--- config.mk ---
export PLATFORM = sky130hd
export DESIGN_NAME = ir_assembler_flat
export DESIGN_NICKNAME = d
export VERILOG_FILES = /design/src/rtl/ir_pkg.sv /design/src/rtl/ir_assembler_if.sv /design/src/rtl/ir_assembler.sv /design/src/flat_wrapper.sv
export SDC_FILE = /design/constraint.sdc
export NUM_CORES = 1
export LEC_CHECK = 0
export ABC_AREA = 1
export BUFFER_PORTS_ARGS = -buffer_cell sky130_fd_sc_hd__buf_2
export CAP_MARGIN = 20
export CORE_MARGIN = 10
export CORE_UTILIZATION = 45
export CTS_BUF_LIST = sky130_fd_sc_hd__clkbuf_4
export CTS_CLUSTER_DIAMETER = 200
export DETAILED_ROUTE_END_ITERATION = 10
export GPL_TIMING_DRIVEN = 0
export PLACE_DENSITY = 0.67
export SYNTH_ARGS = -nofsm -noshare
export SYNTH_HDL_FRONTEND = slang
export SYNTH_SLANG_ARGS = --single-unit
--- constraint.sdc ---
create_clock -name clk -period 3.9 [get_ports clk]
set_input_delay 0.585 -clock clk [delete_from_list [all_inputs] [get_ports clk]]
set_output_delay 0.585 -clock clk [all_outputs]
set_load 0.03 [all_outputs]
--- src/rtl/ir_pkg.sv ---
// Shared definitions for the instruction-register family: funsel encodings
// and the fill/full state used by ir_assembler.
package ir_pkg;

  localparam logic [1:0] FS_CLEAR = 2'b00;
  localparam logic [1:0] FS_LOAD  = 2'b01;
  localparam logic [1:0] FS_DEC   = 2'b10;
  localparam logic [1:0] FS_INC   = 2'b11;

  typedef enum logic {
    FILL = 1'b0,
    FULL = 1'b1
  } ir_state_t;

endpackage

--- src/rtl/ir_assembler_if.sv ---
// Bus between memory/control unit and ir_assembler: byte stream in,
// assembled instruction out, plus the funsel control.
interface ir_assembler_if #(
  parameter int BYTE_W    = 8,
  parameter int NUM_BYTES = 2
);
  localparam int PW = (NUM_BYTES > 1) ? $clog2(NUM_BYTES) : 1;

  logic                        enable;
  logic [1:0]                  funsel;
  logic [BYTE_W-1:0]           data;
  logic                        data_valid;
  logic                        data_ready;
  logic                        instr_ack;
  logic [BYTE_W*NUM_BYTES-1:0] irout;
  logic                        instr_valid;
  logic [PW-1:0]               byte_ptr;

  modport master (
    output enable, funsel, data, data_valid, instr_ack,
    input  data_ready, irout, instr_valid, byte_ptr
  );

  modport slave (
    input  enable, funsel, data, data_valid, instr_ack,
    output data_ready, irout, instr_valid, byte_ptr
  );
endinterface

--- src/rtl/ir_assembler.sv ---
// Assembles a NUM_BYTES-wide instruction from a byte-serial stream and hands
// it to the control unit with an instr_valid/instr_ack handshake.
module ir_assembler
  import ir_pkg::*;
#(
  parameter int BYTE_W    = 8,
  parameter int NUM_BYTES = 2,
  parameter int ENDIAN    = 0
) (
  input  logic            clk,
  input  logic            rst_n,
  ir_assembler_if.slave   bus
);

  localparam int IW = BYTE_W * NUM_BYTES;
  localparam int PW = (NUM_BYTES > 1) ? $clog2(NUM_BYTES) : 1;
  localparam logic [PW-1:0] LAST_PTR = PW'(NUM_BYTES - 1);

  ir_state_t     state;
  logic [IW-1:0] ir;
  logic [PW-1:0] ptr;
  logic [PW-1:0] slot;
  int            slot_lsb;
  logic          accept;
  logic          do_clear;
  logic          do_step;

  // ENDIAN=1 fills from the most significant slot downward.
  always_comb begin
    slot     = (ENDIAN != 0) ? (LAST_PTR - ptr) : ptr;
    slot_lsb = int'(slot) * BYTE_W;
  end

  assign do_clear = bus.enable && (bus.funsel == FS_CLEAR);
  assign do_step  = bus.enable && ((bus.funsel == FS_INC) || (bus.funsel == FS_DEC));
  assign accept   = bus.enable && (bus.funsel == FS_LOAD) && bus.data_valid && (state == FILL);

  always_ff @(posedge clk or negedge rst_n) begin
    if (!rst_n) begin
      state <= FILL;
      ir    <= '0;
      ptr   <= '0;
    end else if (do_clear) begin
      state <= FILL;
      ir    <= '0;
      ptr   <= '0;
    end else begin
      if (do_step) begin
        ir <= (bus.funsel == FS_INC) ? (ir + IW'(1)) : (ir - IW'(1));
      end else if (accept) begin
        ir[slot_lsb +: BYTE_W] <= bus.data;
        if (ptr == LAST_PTR) begin
          ptr   <= '0;
          state <= FULL;
        end else begin
          ptr <= ptr + PW'(1);
        end
      end
      // Accept only happens in FILL, so it never collides with this release.
      if (bus.instr_ack && (state == FULL)) begin
        state <= FILL;
        ptr   <= '0;
      end
    end
  end

  assign bus.irout       = ir;
  assign bus.byte_ptr    = ptr;
  assign bus.data_ready  = (state == FILL);
  assign bus.instr_valid = (state == FULL);

endmodule
--- src/flat_wrapper.sv ---
// flat-port wrapper written by rule: the top's interface ports become plain ports
module ir_assembler_flat import ir_pkg::*;
#(
  parameter int BYTE_W    = 8,
  parameter int NUM_BYTES = 2,
  parameter int ENDIAN    = 0
)
  (clk, rst_n, bus_enable, bus_funsel, bus_data, bus_data_valid, bus_instr_ack, bus_data_ready, bus_irout, bus_instr_valid, bus_byte_ptr);
  ir_assembler_if #(.BYTE_W(BYTE_W), .NUM_BYTES(NUM_BYTES)) bus_i ();
  input  logic clk;
  input  logic rst_n;
  input wire logic [$bits(bus_i.enable)-1:0] bus_enable;
  input wire logic [$bits(bus_i.funsel)-1:0] bus_funsel;
  input wire logic [$bits(bus_i.data)-1:0] bus_data;
  input wire logic [$bits(bus_i.data_valid)-1:0] bus_data_valid;
  input wire logic [$bits(bus_i.instr_ack)-1:0] bus_instr_ack;
  output wire logic [$bits(bus_i.data_ready)-1:0] bus_data_ready;
  output wire logic [$bits(bus_i.irout)-1:0] bus_irout;
  output wire logic [$bits(bus_i.instr_valid)-1:0] bus_instr_valid;
  output wire logic [$bits(bus_i.byte_ptr)-1:0] bus_byte_ptr;
  assign bus_i.enable = bus_enable;
  assign bus_i.funsel = bus_funsel;
  assign bus_i.data = bus_data;
  assign bus_i.data_valid = bus_data_valid;
  assign bus_i.instr_ack = bus_instr_ack;
  assign bus_data_ready = bus_i.data_ready;
  assign bus_irout = bus_i.irout;
  assign bus_instr_valid = bus_i.instr_valid;
  assign bus_byte_ptr = bus_i.byte_ptr;
  ir_assembler #(.BYTE_W(BYTE_W), .NUM_BYTES(NUM_BYTES), .ENDIAN(ENDIAN)) u_core (.clk(clk), .rst_n(rst_n), .bus(bus_i));
endmodule
# Word-level counts from Yosys, hierarchy flattened
# Index checks and enable logic that the tools add are counted.
# totals
register_bits	18
input_bits	15
out_inout_bits	19
elab_cells	42
# op_classes
addsub	4
n_eq_ne	4
n_shift	2
muxes	15
bitwise_logic	1
reduce_logical	13
# ops
operator	count
16-bit two-way mux	4
4-bit negation with 33-bit output	1
8-bit by 33-bit variable shift with 16-bit output (first input constant)	1
8-bit by 33-bit indexed part select with 16-bit output	1
16-bit by 1-bit adder with 16-bit output (second input constant)	1
16-bit bitwise mux	1
16-bit by 1-bit subtractor with 16-bit output (second input constant)	1
1-bit two-way mux	10
3-bit nonzero test	3
1-bit logical AND	6
2-bit == test (second input constant)	2
3-bit by 2-bit != test with 1-bit output (second input constant)	1
3-bit AND reduction	1
2-bit by 1-bit == test with 1-bit output (second input constant)	1
2-bit logical NOT	1
2-bit AND reduction	1
1-bit adder (second input constant)	1
1-bit logical OR	1
1-bit NOT	1

# Depth between registers and ports, before layout
# Gate-level depths: netlist of run 1.
# depth
ltp_word	8
depth_mapped	12
ltp_nobuf	12

# Worst setup path after synthesis of run 1
# Ideal clock, no wire load.
# synth_path
path_kind	in2reg
from	input bus_funsel[0]
to	register u_core.ir[7] (netlist: u_core.bus.irout[7])
setup_time_ns	0.131
t_arrival_ns	2.081
t_required_ns	3.769
setup_slack_ns	1.689
path_stages	8
path_buffers	0
cell_sequence	nand2_1 -> ha_1 -> or2_1 -> nand3_1 -> nand2_1 -> or2_0 -> nand3_1 -> o211ai_1
# synth_via
elab_chain_len	5
elab_cells_between_ends	14
classes_between	eq/ne (3); mux (3); reduce/logical (8)
# synth_rtl
item	line	source
start, declared	flat_wrapper.sv:13	input wire logic [$bits(bus_i.funsel)-1:0] bus_funsel;
2-bit == test, or another cell as far along	ir_assembler.sv:35, ir_assembler.sv:49	
1-bit logical OR or 1-bit logical AND (tied branches)	ir_assembler.sv:35, ir_assembler.sv:36	
1-bit logical AND, on equally long branches	ir_assembler.sv:35, ir_assembler.sv:36	
16-bit two-way mux or 1-bit logical AND (tied branches)	ir_assembler.sv:48, ir_assembler.sv:36	
16-bit two-way mux or 3-bit nonzero test (tied branches)	n/a	
end signal, assigned	ir_assembler.sv:49	ir <= (bus.funsel == FS_INC) ? (ir + IW'(1)) : (ir - IW'(1));
end signal, assigned by index	ir_assembler.sv:51	ir[slot_lsb +: BYTE_W] <= bus.data;
end, declared	ir_assembler.sv:20	logic [IW-1:0] ir;
# Several ways; a longest one is shown, not always the timed one.
# A chain may end at the register's enable or synchronous reset.

# Worst setup path after layout of run 1
# layout_path
from	input bus_funsel[1]
to	register u_core.ir[11] (netlist: u_core.bus.irout[11])
# Same word-level chain as after synthesis.

==> flow_summary.toml, run 1 <==
[run_status]
status = "complete, no violations"

[place]
dp_hpwl_microns = 4118
io_buffers = 33
place_area_sq_mm = 0.002102
place_congestion = 0.8793
dp_slack_ns = 1.045

[setup_path]
timing.rr.start = "u_core.bus.irout[2]"
ff2ff_path_depth = 10
slowest_stage = "ha_1"
end_kind = "flip-flop"
rr_endpoint = "u_core.bus.irout[11]"
crit_path_end = "u_core.bus.irout[11]"
crit_required_ns = 4.08
arrival_ns = 2.71
crit_chain = "buf_2, nand2_1, ha_1, or2_1, nand3_1, nand2_1, nand2_1, nand2_1, nand2_1, nand3_1, nand2_1, nand2_1"
critPathMaxStageDelay_ns = 0.57
worstSetupStartpointType = "input port"
crit_path_start = "bus_funsel[1]"
crit_type = "in -> reg"
cp_common_cell = "nand2_1"
rrSetupSlack_ns = 2.04
crit_fanout = 19

[route]
drc = 0
vias_per_cell = 4.969
postRouteAntennaNets = 0
wl_microns = 4879
drt_iter0_drc = 89
via_count = 1908
post_drt_wl_per_cell_microns = 12.71
drtPass1Iterations = 4

[timing]
grt_setup_unrepaired = "no"
fin_crit_ns = 2.534
final_max_slew_viol_count = 0
setup_ws_ns = 1.366
setup_tns_ns = 0
hold_violations = 0
clock_skew_ns = 0.01455
worstMarginPinSlew_ns = 0.7611
max-slew-margin-rel = 0.4914
fin_hold_ws_ns = 0.2070
finalCritPeriodShare = 0.6497
max_freq_mhz = 394.7
setup_viol = 0

[global_route]
grt.total_usage = 0.1403
grt_pass1_vias = 1867
overflow = 0
grt_max_degree = 20
grt_pass1_wl_microns = 8556
antenna_found_initial = 0

[worst_hold_path]
hold_class = "in -> async"

[die]
dieArea_sq_mm = 0.007146
die_h_microns = 84.54
ios = 34
core_area_sq_mm = 0.004029
start_util = 0.4652
die_w_microns = 84.54
row_count = 23

[finish]
stdcell_area_sq_mm = 0.002125
area_delta_synth_final_pct = 13.35
diodes = 0
fillerInstances = 464
final_nets = 369
drive_above_1_share = 0.1527

[power_and_ir_drop]
finalPower_uw = 1131
vdd_drop_max_v = 0.0002469
power_density_mw_per_mm2 = 532.4
power_leakage_uw = 0.001279

[synth]
synth_area_leaders = "dfrtp_1 24%, nand2_1 23%, ha_1 11%, inv_1 9.8%, nand3_1 6.9%"
ys_warn_count = 0
synth-edff-count = 0
synth_xor_area_frac = 0.004673
seq_area_frac_synth = 0.2403
synthDistinctLibCells = 32
synth_seq_cells = 18
synthAdderAreaFrac = 0.1242
synth-compound-area-share = 0.1055
synthSimpleGateAreaFrac = 0.4132
syn_inst = 298
yosysTopAreaCell = "dfrtp_1"
synth_top_area_frac = 0.2403
syn_nets = 331
ys_async_sr_fraction = 1.000
syn_area_per_cell_sq_um = 6.290
syn_area_sq_mm = 0.001874
synth_flop_cell = "dfrtp_1"
synth_top_family_by_area = "simple AND/OR/NAND/NOR gates"
muxShareOfSynthArea = 0

[clocking]
clock-sinks = 18
htree_num_levels = 1
cts.clk_slew.worst_paths_ns = 0.11
max-clock-path-buffers = 2
cts_made_buffers = 3
insertion_delay_ns = 0.29
cts_setup_buffers = 0
ctsResizeCount = 0
cts.hold.buffers_added = 0
root_buffer = "clkbuf_4"
cts_tree = "done"

[job]
cap_violations = 0
critical path, delay by kind of cell:
family	cells	cell delay [ns]
buffers and inverters	1	0.13
adders and majority gates	1	0.57
and+or+nand+nor	10	1.43
synthesized netlist by cell type, types with 2 or more instances:
| master | number |
|---|---|
| nand2_1 | 117 |
| inv_1 | 49 |
| nand3_1 | 26 |
| dfrtp_1 | 18 |
| ha_1 | 17 |
| a21oi_1 | 13 |
| nor2_1 | 12 |
| o211ai_1 | 6 |
| o21ai_1 | 5 |
| nor3_1 | 4 |
| o21ai_0 | 4 |
| inv_2 | 3 |
| nand2_2 | 2 |
| nand2_4 | 2 |
| nor2_4 | 2 |
| or2_0 | 2 |
cell usage in the layout (no fill, tap or decap):
cell type  instances
nand3_1           26
or2_2              1
o21ai_0            4
or2_0              2
nand3_4            1
clkbuf_4           3
clkbuf_1           1
a21oi_1           13
o21ai_1            5
o211ai_1           6
nand3b_1           1
inv_4              1
nand2_2            2
o31ai_4            1
nor2_8             1
o21a_1             1
inv_2              3
nor2_1            12
dfrtp_1           18
nor3_1             4
fa_1               1
ha_1              17
a31oi_1            1
buf_2             34
nand4_1            1
xor2_1             1
a21o_1             1
or2_1              1
nand2_1          117
inv_1             49
nor2_4             2
nand2_4            2
and2_1             1
kinds of logic (layout without fill, tap and decap cells):
| group | after synthesis | count (layout) |
|---|---|---|
| AOI/OAI and AO/OA | 32 | 32 |
| adders and majority gates | 18 | 18 |
| DFF | 18 | 18 |
| buffers and inverters | 55 | 91 |
| xor gates and xnor gates | 1 | 1 |
| and+or+nand+nor | 174 | 174 |
flip-flops by register name, summed over array words and instances (netlist names):
name / flops
u_core.bus.irout: 16
u_core.bus.instr_valid: 1
u_core.bus.byte_ptr: 1
cell type report:
class / instances / area (sq um) / area share
Buffer: 2 / 8.758 / 0.004122
Clock buffer: 3 / 22.52 / 0.01060
Inverter: 53 / 201.4 / 0.09482
Multi-Input combinational cell: 225 / 1214 / 0.5713
Sequential cell: 18 / 450.4 / 0.2120
Tap cell: 50 / 62.56 / 0.02945
Timing Repair Buffer: 33 / 165.2 / 0.07774
metal layers:
metal,up-vias,GRT usage,wire (microns)
met5,-,0,0
met4,0,0.03144,24
met1,849,0.1852,2313
met2,43,0.2272,2265
met3,2,0.02899,274
li1,1014,-,-
how the worst min path moves through the flow:
stage | from | endpoint | slack (ns) | depth (start not counted)
6_report | rst_n | u_core.bus.irout[8] | 0.21 | 1
5_1_grt | rst_n | u_core.bus.irout[3] | 0.22 | 1
4_1_cts | rst_n | u_core.bus.irout[8] | 0.22 | 1
3_5_place_dp | u_core.bus.irout[14] | u_core.bus.irout[14] | 0.50 | 2
3_3_place_gp | u_core.bus.irout[14] | u_core.bus.irout[14] | 0.49 | 2
2_1_floorplan | rst_n | u_core.bus.byte_ptr | 0.29 | 0
stage by stage:
stage / instances / utilization
floorplan: 298 / -
global placement: 381 / 0.5217
detailed placement: 381 / 0.5217
CTS: 384 / 0.5273
global route: 384 / 0.5273
finish: 384 / 0.5273
where the power goes:
part,switching [uW],internal (uW)
Combinational,498,254
Clock,55.1,35.9
Sequential,54.5,234
Total,607,524
(Power assumes the default switching activity.)
==> run 2: changes to the inputs <==
- PLACE_DENSITY: 0.67 -> 0.69
- clock period: 3.9 -> 2.3 ns (I/O delays scaled with it)
==> run 2 against run 1 <==
Routed wire length is 1.0% higher. Power is 71% higher. Worst hold slack better by 0.12 ns.
==> flow_summary.toml, run 2 (synthesis gave the netlist of run 1 again) <==
[route]
post_drt_wl_per_cell_microns = 12.77
postRouteAntennaNets = 0
via_count = 1886
vias_per_cell = 4.886
wl_microns = 4928
drc = 0
drtPass1Iterations = 4
drt_iter0_drc = 101

[finish]
seq_area_sq_um = 450.4
fillerInstances = 423
final_nets = 370
final_common_cell = "nand2_1"
multiInputGateArea_sq_mm = 0.001216
diodes = 0
final_cell_mix = "116 x nand2_1, 49 x inv_1, 34 x buf_2, 26 x nand3_1, 18 x dfrtp_1"
stdcell_area_sq_mm = 0.002141
area_delta_synth_final_pct = 14.22
drive_above_1_share = 0.1548
largest_reg_flops = 16

[clocking]
root_buffer = "clkbuf_4"
insertion_delay_ns = 0.29
htree_num_levels = 1
cts_made_buffers = 3
cts_tree = "done"
cts.clk_slew.worst_paths_ns = 0.12
max-clock-path-buffers = 2
clock-sinks = 18

[global_route]
gr-usage-met2 = 0.2464
antenna_found_initial = 0
top_usage_layer = "met2"
grt.met1_usage = 0.1780
overflow = 0
grt_pass1_wl_microns = 8618
grt_pass1_vias = 1881
grt_use_met3 = 0.02319
grt_max_degree = 20
grt.total_usage = 0.1410

[worst_hold_path]
hold_path_startpoint = "bus_data[6]"
hold_class = "in -> reg"
whs_path_depth = 3

[place]
place_congestion = 0.9012
place_area_sq_mm = 0.002102
io_buffers = 33
dp_hpwl_microns = 4049

[timing]
finalCritPeriodShare = 0.8392
setup_tns_ns = 0
worstMarginPinSlew_ns = 0.4681
setup_viol = 0
final_max_slew_viol_count = 0
max_freq_mhz = 518.1
clock_skew_ns = 0.008344
grt_setup_unrepaired = "no"
fin_crit_ns = 1.930
max-slew-margin-rel = 0.6879
hold_violations = 0

[run_status]
status = "complete, no violations"

[setup_path]
end_kind = "flip-flop"
crit_type = "in -> reg"
crit_required_ns = 2.49
worstSetupStartpointType = "input port"
crit_chain = "buf_2, nand2_2, ha_1, or2_1, nand3b_1, nand2_1, nand2_1, nand2_1, nand2_1, nand3_1, nand2_1, nand2_1"
crit_path_start = "bus_funsel[1]"
ff2ff_path_depth = 9
slowest_stage = "ha_1"
arrival_ns = 2.12
crit_fanout = 19
cp_common_cell = "nand2_1"
critPathMaxStageDelay_ns = 0.45
timing.rr.start = "u_core.bus.irout[0]"

[die]
ios = 34
core_area_sq_mm = 0.004029
die_h_microns = 84.54
dieArea_sq_mm = 0.007146
die_w_microns = 84.54
row_count = 23
start_util = 0.4652

[power_and_ir_drop]
power_density_mw_per_mm2 = 903.1
vdd_drop_max_v = 0.0004895
power_leakage_uw = 0.001285

[job]
cap_violations = 0
-- run 2: changes by cell type in the layout (fill, tap and decap cells not counted) --
cell	change
clkinv_1	+1
nand2_1	-1
nand2_2	+1
dlygate4sd3_1	+1
-- run 2: per-stage QoR --
stage,total power (uW),std cells,setup slack [ns],utilization,hold slack [ns]
finish,1933,386,0.3699,0.5314,0.3249
CTS,1945,386,0.05245,0.5307,0.3187
global placement,1741,381,-0.2342,0.5217,0.3185
floorplan,1449,298,0.3289,-,0.04941
global route,2153,386,0.1349,0.5314,0.3420
detailed placement,1764,381,-0.2697,0.5217,0.3257
-- run 2: critical path: cells and delay by family --
family	cells	cell delay [ns]
simple gates	10	1.19
fa+ha+maj	1	0.45
buf+inv	1	0.13
-- run 2: final cells by class --
class | instances | share of cell area
Buffer | 2 | 0.004091
Clock buffer | 3 | 0.01052
Clock inverter | 1 | 0.001753
Inverter | 53 | 0.09410
Multi-Input combinational cell | 225 | 0.5681
Sequential cell | 18 | 0.2104
Tap cell | 50 | 0.02922
Timing Repair Buffer | 34 | 0.08182
-- run 2: what timing repair did --
item / CTS / global route
hold buffers: 1 / 0
hold endpoints to repair: 14 / 0
endpoints found under the setup margin: 0 / 12
setup buffers: 0 / 0
resized for setup: 0 / 1
-- run 2: path summary, 6_finish.rpt --
check,end,slack (ns)
max in group asynchronous,u_core.bus.irout[8],1.44
worst min register to register,u_core.bus.irout[11],0.52
worst max register to register,u_core.bus.irout[12],0.50
worst max-delay path,u_core.bus.irout[13],0.37
min in group asynchronous,u_core.bus.irout[5],0.54
worst min-delay path,u_core.bus.irout[6],0.32
-- run 2: metal layers --
metal  part of all wire  up-vias  wire length, microns
met3              0.038        2                   186
met4             0.0049        0                    24
met2               0.47       30                  2340
met1               0.48      843                  2377
met5                  0        -                     0
li1                   -     1011                     -
-- run 2: power by group --
| group | internal, uW | total [uW] | switching, uW |
|---|---|---|---|
| Clock | 63.0 | 169 | 106 |
| Sequential | 396 | 480 | 84.1 |
| Combinational | 433 | 1280 | 851 |
| Total | 892 | 1930 | 1040 |
